===== src/rtl/pattern_line_arbiter.sv =====
// pattern_line_arbiter: two-requester round-robin arbiter that owns a single
// serial line `w` and shifts the winner's latched pattern out LSB-first, one
// bit every TICK_DIV clocks, then pulses done to the owner.
//
// Ports:
//   clk, rst_n    system clock, asynchronous active-low reset
//   req[1:0]      request level per requester
//   pat0, pat1    patterns (bit 0 sent first)
//   len0, len1    bit counts (clamped to PAT_W; zero completes immediately)
//   gnt[1:0]      one-hot line owner, held for the whole transfer
//   done[1:0]     one-cycle completion pulse to the owner
//   busy          high while shifting
//   w             serial pattern line, IDLE_LVL when no transfer is active
module pattern_line_arbiter #(
    parameter int unsigned TICK_DIV = 100000000,
    parameter int unsigned PAT_W    = 8,
    parameter logic        IDLE_LVL = 1'b0,
    parameter int unsigned LEN_W    = $clog2(PAT_W + 1)
) (
    input  logic             clk,
    input  logic             rst_n,
    input  logic [1:0]       req,
    input  logic [PAT_W-1:0] pat0,
    input  logic [PAT_W-1:0] pat1,
    input  logic [LEN_W-1:0] len0,
    input  logic [LEN_W-1:0] len1,
    output logic [1:0]       gnt,
    output logic [1:0]       done,
    output logic             busy,
    output logic             w
);

    localparam int unsigned      CNT_W     = (TICK_DIV > 1) ? $clog2(TICK_DIV) : 1;
    localparam logic [CNT_W-1:0] TICK_LAST = CNT_W'(TICK_DIV - 1);
    localparam logic [LEN_W-1:0] LEN_MAX   = LEN_W'(PAT_W);

    typedef enum logic {
        ST_IDLE  = 1'b0,
        ST_SHIFT = 1'b1
    } state_t;

    state_t            r_state;
    state_t            w_state_nxt;

    logic [CNT_W-1:0]  r_cnt,   w_cnt_nxt;
    logic [LEN_W-1:0]  r_idx,   w_idx_nxt;
    logic [LEN_W-1:0]  r_len,   w_len_nxt;
    logic [PAT_W-1:0]  r_shreg, w_shreg_nxt;
    logic              r_last,  w_last_nxt;
    logic [1:0]        r_gnt,   w_gnt_nxt;
    logic [1:0]        r_done,  w_done_nxt;
    logic              r_busy,  w_busy_nxt;
    logic              r_w,     w_w_nxt;

    logic              w_any_req;
    logic              w_win;
    logic [1:0]        w_win_onehot;
    logic [PAT_W-1:0]  w_win_pat;
    logic [LEN_W-1:0]  w_win_len_raw;
    logic [LEN_W-1:0]  w_win_len;
    logic              w_tick_end;
    logic              w_last_bit;

    // Winner selection: a lone requester always wins; on contention the one
    // that did not own the line last time wins.
    assign w_any_req     = |req;
    assign w_win         = (req == 2'b11) ? ~r_last : req[1];
    assign w_win_onehot  = w_win ? 2'b10 : 2'b01;
    assign w_win_pat     = w_win ? pat1 : pat0;
    assign w_win_len_raw = w_win ? len1 : len0;
    assign w_win_len     = (w_win_len_raw > LEN_MAX) ? LEN_MAX : w_win_len_raw;

    assign w_tick_end    = (r_cnt == TICK_LAST);
    assign w_last_bit    = (r_idx == (r_len - LEN_W'(1)));

    // State register
    always_ff @(posedge clk or negedge rst_n) begin
        if (!rst_n) begin
            r_state <= ST_IDLE;
        end else begin
            r_state <= w_state_nxt;
        end
    end

    // Next-state logic; a zero-length grant never leaves IDLE
    always_comb begin
        w_state_nxt = r_state;
        case (r_state)
            ST_IDLE: begin
                if (w_any_req && (w_win_len != '0)) begin
                    w_state_nxt = ST_SHIFT;
                end
            end
            ST_SHIFT: begin
                if (w_tick_end && w_last_bit) begin
                    w_state_nxt = ST_IDLE;
                end
            end
            default: w_state_nxt = ST_IDLE;
        endcase
    end

    // Next values for the datapath and the registered outputs
    always_comb begin
        w_cnt_nxt   = r_cnt;
        w_idx_nxt   = r_idx;
        w_len_nxt   = r_len;
        w_shreg_nxt = r_shreg;
        w_last_nxt  = r_last;
        w_gnt_nxt   = r_gnt;
        w_done_nxt  = 2'b00;
        w_busy_nxt  = r_busy;
        w_w_nxt     = r_w;
        case (r_state)
            ST_IDLE: begin
                if (w_any_req) begin
                    w_last_nxt  = w_win;
                    w_len_nxt   = w_win_len;
                    w_shreg_nxt = w_win_pat;
                    w_cnt_nxt   = '0;
                    w_idx_nxt   = '0;
                    if (w_win_len != '0) begin
                        w_gnt_nxt  = w_win_onehot;
                        w_busy_nxt = 1'b1;
                        w_w_nxt    = w_win_pat[0];
                    end else begin
                        // Nothing to send: complete in place of the grant cycle
                        w_gnt_nxt  = 2'b00;
                        w_done_nxt = w_win_onehot;
                    end
                end
            end
            ST_SHIFT: begin
                if (w_tick_end) begin
                    w_cnt_nxt = '0;
                    if (w_last_bit) begin
                        w_gnt_nxt  = 2'b00;
                        w_done_nxt = r_gnt;
                        w_busy_nxt = 1'b0;
                        w_w_nxt    = IDLE_LVL;
                        w_idx_nxt  = '0;
                    end else begin
                        // Shift register keeps the next bit at position 0
                        w_idx_nxt   = r_idx + LEN_W'(1);
                        w_shreg_nxt = r_shreg >> 1;
                        w_w_nxt     = w_shreg_nxt[0];
                    end
                end else begin
                    w_cnt_nxt = r_cnt + CNT_W'(1);
                end
            end
            default: ;
        endcase
    end

    // Datapath and output registers
    always_ff @(posedge clk or negedge rst_n) begin
        if (!rst_n) begin
            r_cnt   <= '0;
            r_idx   <= '0;
            r_len   <= '0;
            r_shreg <= '0;
            r_last  <= 1'b1;
            r_gnt   <= 2'b00;
            r_done  <= 2'b00;
            r_busy  <= 1'b0;
            r_w     <= IDLE_LVL;
        end else begin
            r_cnt   <= w_cnt_nxt;
            r_idx   <= w_idx_nxt;
            r_len   <= w_len_nxt;
            r_shreg <= w_shreg_nxt;
            r_last  <= w_last_nxt;
            r_gnt   <= w_gnt_nxt;
            r_done  <= w_done_nxt;
            r_busy  <= w_busy_nxt;
            r_w     <= w_w_nxt;
        end
    end

    assign gnt  = r_gnt;
    assign done = r_done;
    assign busy = r_busy;
    assign w    = r_w;

endmodule


===== config.mk =====
export PLATFORM = sky130hd
export DESIGN_NAME = pattern_line_arbiter
export DESIGN_NICKNAME = d
export VERILOG_FILES = /design/src/rtl/pattern_line_arbiter.sv
export SDC_FILE = /design/constraint.sdc
export NUM_CORES = 1
export LEC_CHECK = 0
export CORE_ASPECT_RATIO = 0.8
export CORE_MARGIN = 5
export CORE_UTILIZATION = 43
export CTS_CLUSTER_DIAMETER = 80
export CTS_CLUSTER_SIZE = 40
export DETAILED_ROUTE_END_ITERATION = 7
export PLACE_DENSITY_LB_ADDON = 0.3
export REMOVE_ABC_BUFFERS = 1
export SYNTH_ARGS = -nofsm -noshare
export SYNTH_HDL_FRONTEND = slang
export SYNTH_SLANG_ARGS = --single-unit

===== constraint.sdc =====
create_clock -name clk -period 6.3 [get_ports clk]
set_input_delay 1.26 -clock clk [delete_from_list [all_inputs] [get_ports clk]]
set_output_delay 1.26 -clock clk [all_outputs]
set_load 0.02 [all_outputs]

==> results.toml <==
[sta]
worst_slew_pin_slew_ns = 1.04
grt_setup_unrepaired = "no"
max_slew_margin_pct = 30.3
setup_tns_ns = 0
fin_crit_ns = 3.17
fmax_mhz = 316
hold_viol_final = 0
timing.final.crit_share_pct = 50.3
fin_skew_ns = 0.00963
finalMaxSlewViolations = 0
finalSetupViolations = 0

[layout]
syn2layout_area_growth_pct = 17.0
fillers = 606
drive_gt1_share_pct = 10.1
final_cell_mix = "dfrtp_1, nand2_1, clkdlybuf4s50_1, a31oi_1, nand3_1"
instances_no_fill = 432
fin_nets = 378
layout_commonest_cell = "dfrtp_1"
antenna_cells = 0

[floorplan]
core_area_um2 = 6470
die_h_um = 83.3
dieArea_um2 = 8470
rows = 26
fp.dieW_um = 102
start_util_pct = 44.7
pin_count = 34

[synth]
synth_xor_area_share_pct = 1.82
avgSynthCellArea_um2 = 9.09
syn_area_um2 = 2890
synth_top_family_by_area = "simple AND/OR/NAND/NOR gates"
ys_ff_latch = 50
yosysTopAreaCell = "dfrtp_1"
yosys_warnings = 0
synthMuxAreaShare_pct = 5.19
yosysSeqAreaShare_pct = 43.3
synth-simple-area-share_pct = 23.8
synth_area_leaders = "dfrtp_1, nand2_1, a31oi_1"
synth_top_area_share_pct = 42.4
synthArstFlopShare_pct = 100
synthCells = 318
synth-compound-area-share_pct = 19.7
ys_types = 55
synth_fa_ha_area_share_pct = 1.30
synth_edf_count = 0
synth_flop_cell = "dfrtp_1"

[setup_path]
reg2reg_from = "r_cnt[0]"
slowest_stage = "nand2_1"
crit_start = "req[1]"
crit_end = "done[0]"
worstPathArrival_ns = 3.37
crit_required_ns = 6.50
rrSetupSlack_ns = 3.66
start_kind = "input port"
cpPeakStageDelay_ns = 0.53
worstSetupPathType = "in -> reg"
crit_family = "simple AND/OR/NAND/NOR gates"
timing.critical_path.cells = "clkdlybuf4s50_1 > nor2_1 > nand2_1 > nand2_1 > nor3b_1 > a31o_2"
crit_cells = 6
crit_buf_inv = 1
timing.rr.end = "r_cnt[23]"
crit_path_end_kind = "flip-flop"
r2r_cells = 6
path_common_cell = "nand2_1"
critPathMaxFanout = 19

[place]
io_buffers = 33
placed_cells_incl_taps = 424
dpl.hpwl_um = 4830
gp_congestion = 0.822

[drt]
dr.first_iter.drc_count = 127
routed_wl_um = 6930
num_vias = 2557
drc = 0
final_antenna_net_count = 0
avgRoutedWirePerCell_um = 16.0
via_per_inst = 5.92
drtPass1Iterations = 4

[pwr]
ir_worst_vdd_v = 0.000105
p_leak_nw = 1.36
p_per_area_nw_per_um2 = 170

[global_routing]
top_usage_layer = "met1"
grt_max_degree = 51
track_usage_pct = 16.8
grt_pass1_wl_um = 11600
gr-usage-met2_pct = 23.8
grt_use_met3_pct = 2.85
grt_overflow = 0
globalRouteMet1Util_pct = 25.9
antenna_found_initial = 0
grt_pass1_vias = 2358

[cts]
cts_buffers = 5
cts_hold_buf = 0
postCtsSetupBuffers = 0
cts_max_level = 2
cts_tree = "built"
cts.sinks = 50
clkLatencyLatePin_ns = 0.31
path_clk_slew_ns = 0.10
cts.path.max_buffers = 2
cts-resized-gates = 0
ctsRootBufferMaster = "clkbuf_8"

[flow_run]
maxCapViolCount = 0

[min_path]
hold_class = "reg -> reg"

[outcome]
status = "finished clean"
## synthesized netlist by cell type, types with 4 or more instances
cell type and count:
inv_1 15, nand2_1 44, xor2_1 4, o22ai_1 4, a41oi_1 4, clkbuf_1 11
a21oi_1 16, nor4_1 6, or3_1 7, mux2i_1 6, and4_1 4, o311ai_1 4
and3_1 4, nor2_1 9, o31ai_1 5, mux2_2 8, nor3_1 7, nand3_1 17
o21ai_0 16, dfrtp_1 49, a31oi_1 18, nand4_1 8
## final cells by class
type,instances,area [um^2],area share [%]
Multi-Input combinational cell,236,1500,44.5
Sequential cell,50,1250,37.0
Timing Repair Buffer,39,370,10.9
Tap cell,84,105,3.11
Clock buffer,6,82.6,2.44
Inverter,15,56.3,1.66
Clock inverter,2,12.5,0.370
## metrics by stage
stage | utilization [%] | cell area, um^2 | setup slack, ns | hold slack (ns) | total power [mW]
6_report | 52.3 | 3380 | 3.13 | 0.497 | 0.575
4_1_cts | 52.3 | 3380 | 3.15 | 0.501 | 0.582
5_1_grt | 52.3 | 3380 | 2.95 | 0.514 | 0.600
3_3_place_gp | 50.8 | 3290 | 2.91 | 0.480 | 0.384
2_1_floorplan | - | 2810 | 3.03 | 0.452 | 0.354
3_5_place_dp | 50.8 | 3290 | 2.82 | 0.486 | 0.385
## power breakdown
part,leakage (nW),switching [mW],internal (mW)
Clock,0.0472,0.109,0.0885
Combinational,0.790,0.0239,0.0276
Sequential,0.519,0.00309,0.324
Total,1.36,0.136,0.440
## logic make-up after synthesis
| family | count (synthesis) |
|---|---|
| adders and majority gates | 3 |
| AOI/OAI and AO/OA | 88 |
| xor gates and xnor gates | 6 |
| buffers and inverters | 32 |
| and+or+nand+nor | 125 |
| DFF | 50 |
| muxes | 14 |
## sequential cells by signal (all words and copies together) (netlist names)
| signal | count |
|---|---|
| r_len | 4 |
| done | 2 |
| r_shreg | 7 |
| busy | 1 |
| r_last | 1 |
| w | 1 |
| r_cnt | 27 |
| r_state | 1 |
| r_idx | 4 |
| gnt | 2 |
## metal layers
metal,up-vias,part of all wire (%)
met5,-,0
met4,0,1.3
met3,7,4.7
met2,66,44
met1,1234,50
li1,1250,-
## how the worst min path moves through the flow
| stage | from | endpoint | cells after the start |
|---|---|---|---|
| 5_1_grt | r_cnt[15] | r_cnt[15] | 1 |
| 6_report | r_cnt[25] | r_cnt[25] | 1 |
| 4_1_cts | r_cnt[25] | r_cnt[25] | 1 |
| 2_1_floorplan | r_cnt[25] | r_cnt[25] | 1 |
| 3_5_place_dp | r_cnt[25] | r_cnt[25] | 1 |
| 3_3_place_gp | r_cnt[25] | r_cnt[25] | 1 |
Note: power is estimated with default switching activity, not from simulation.
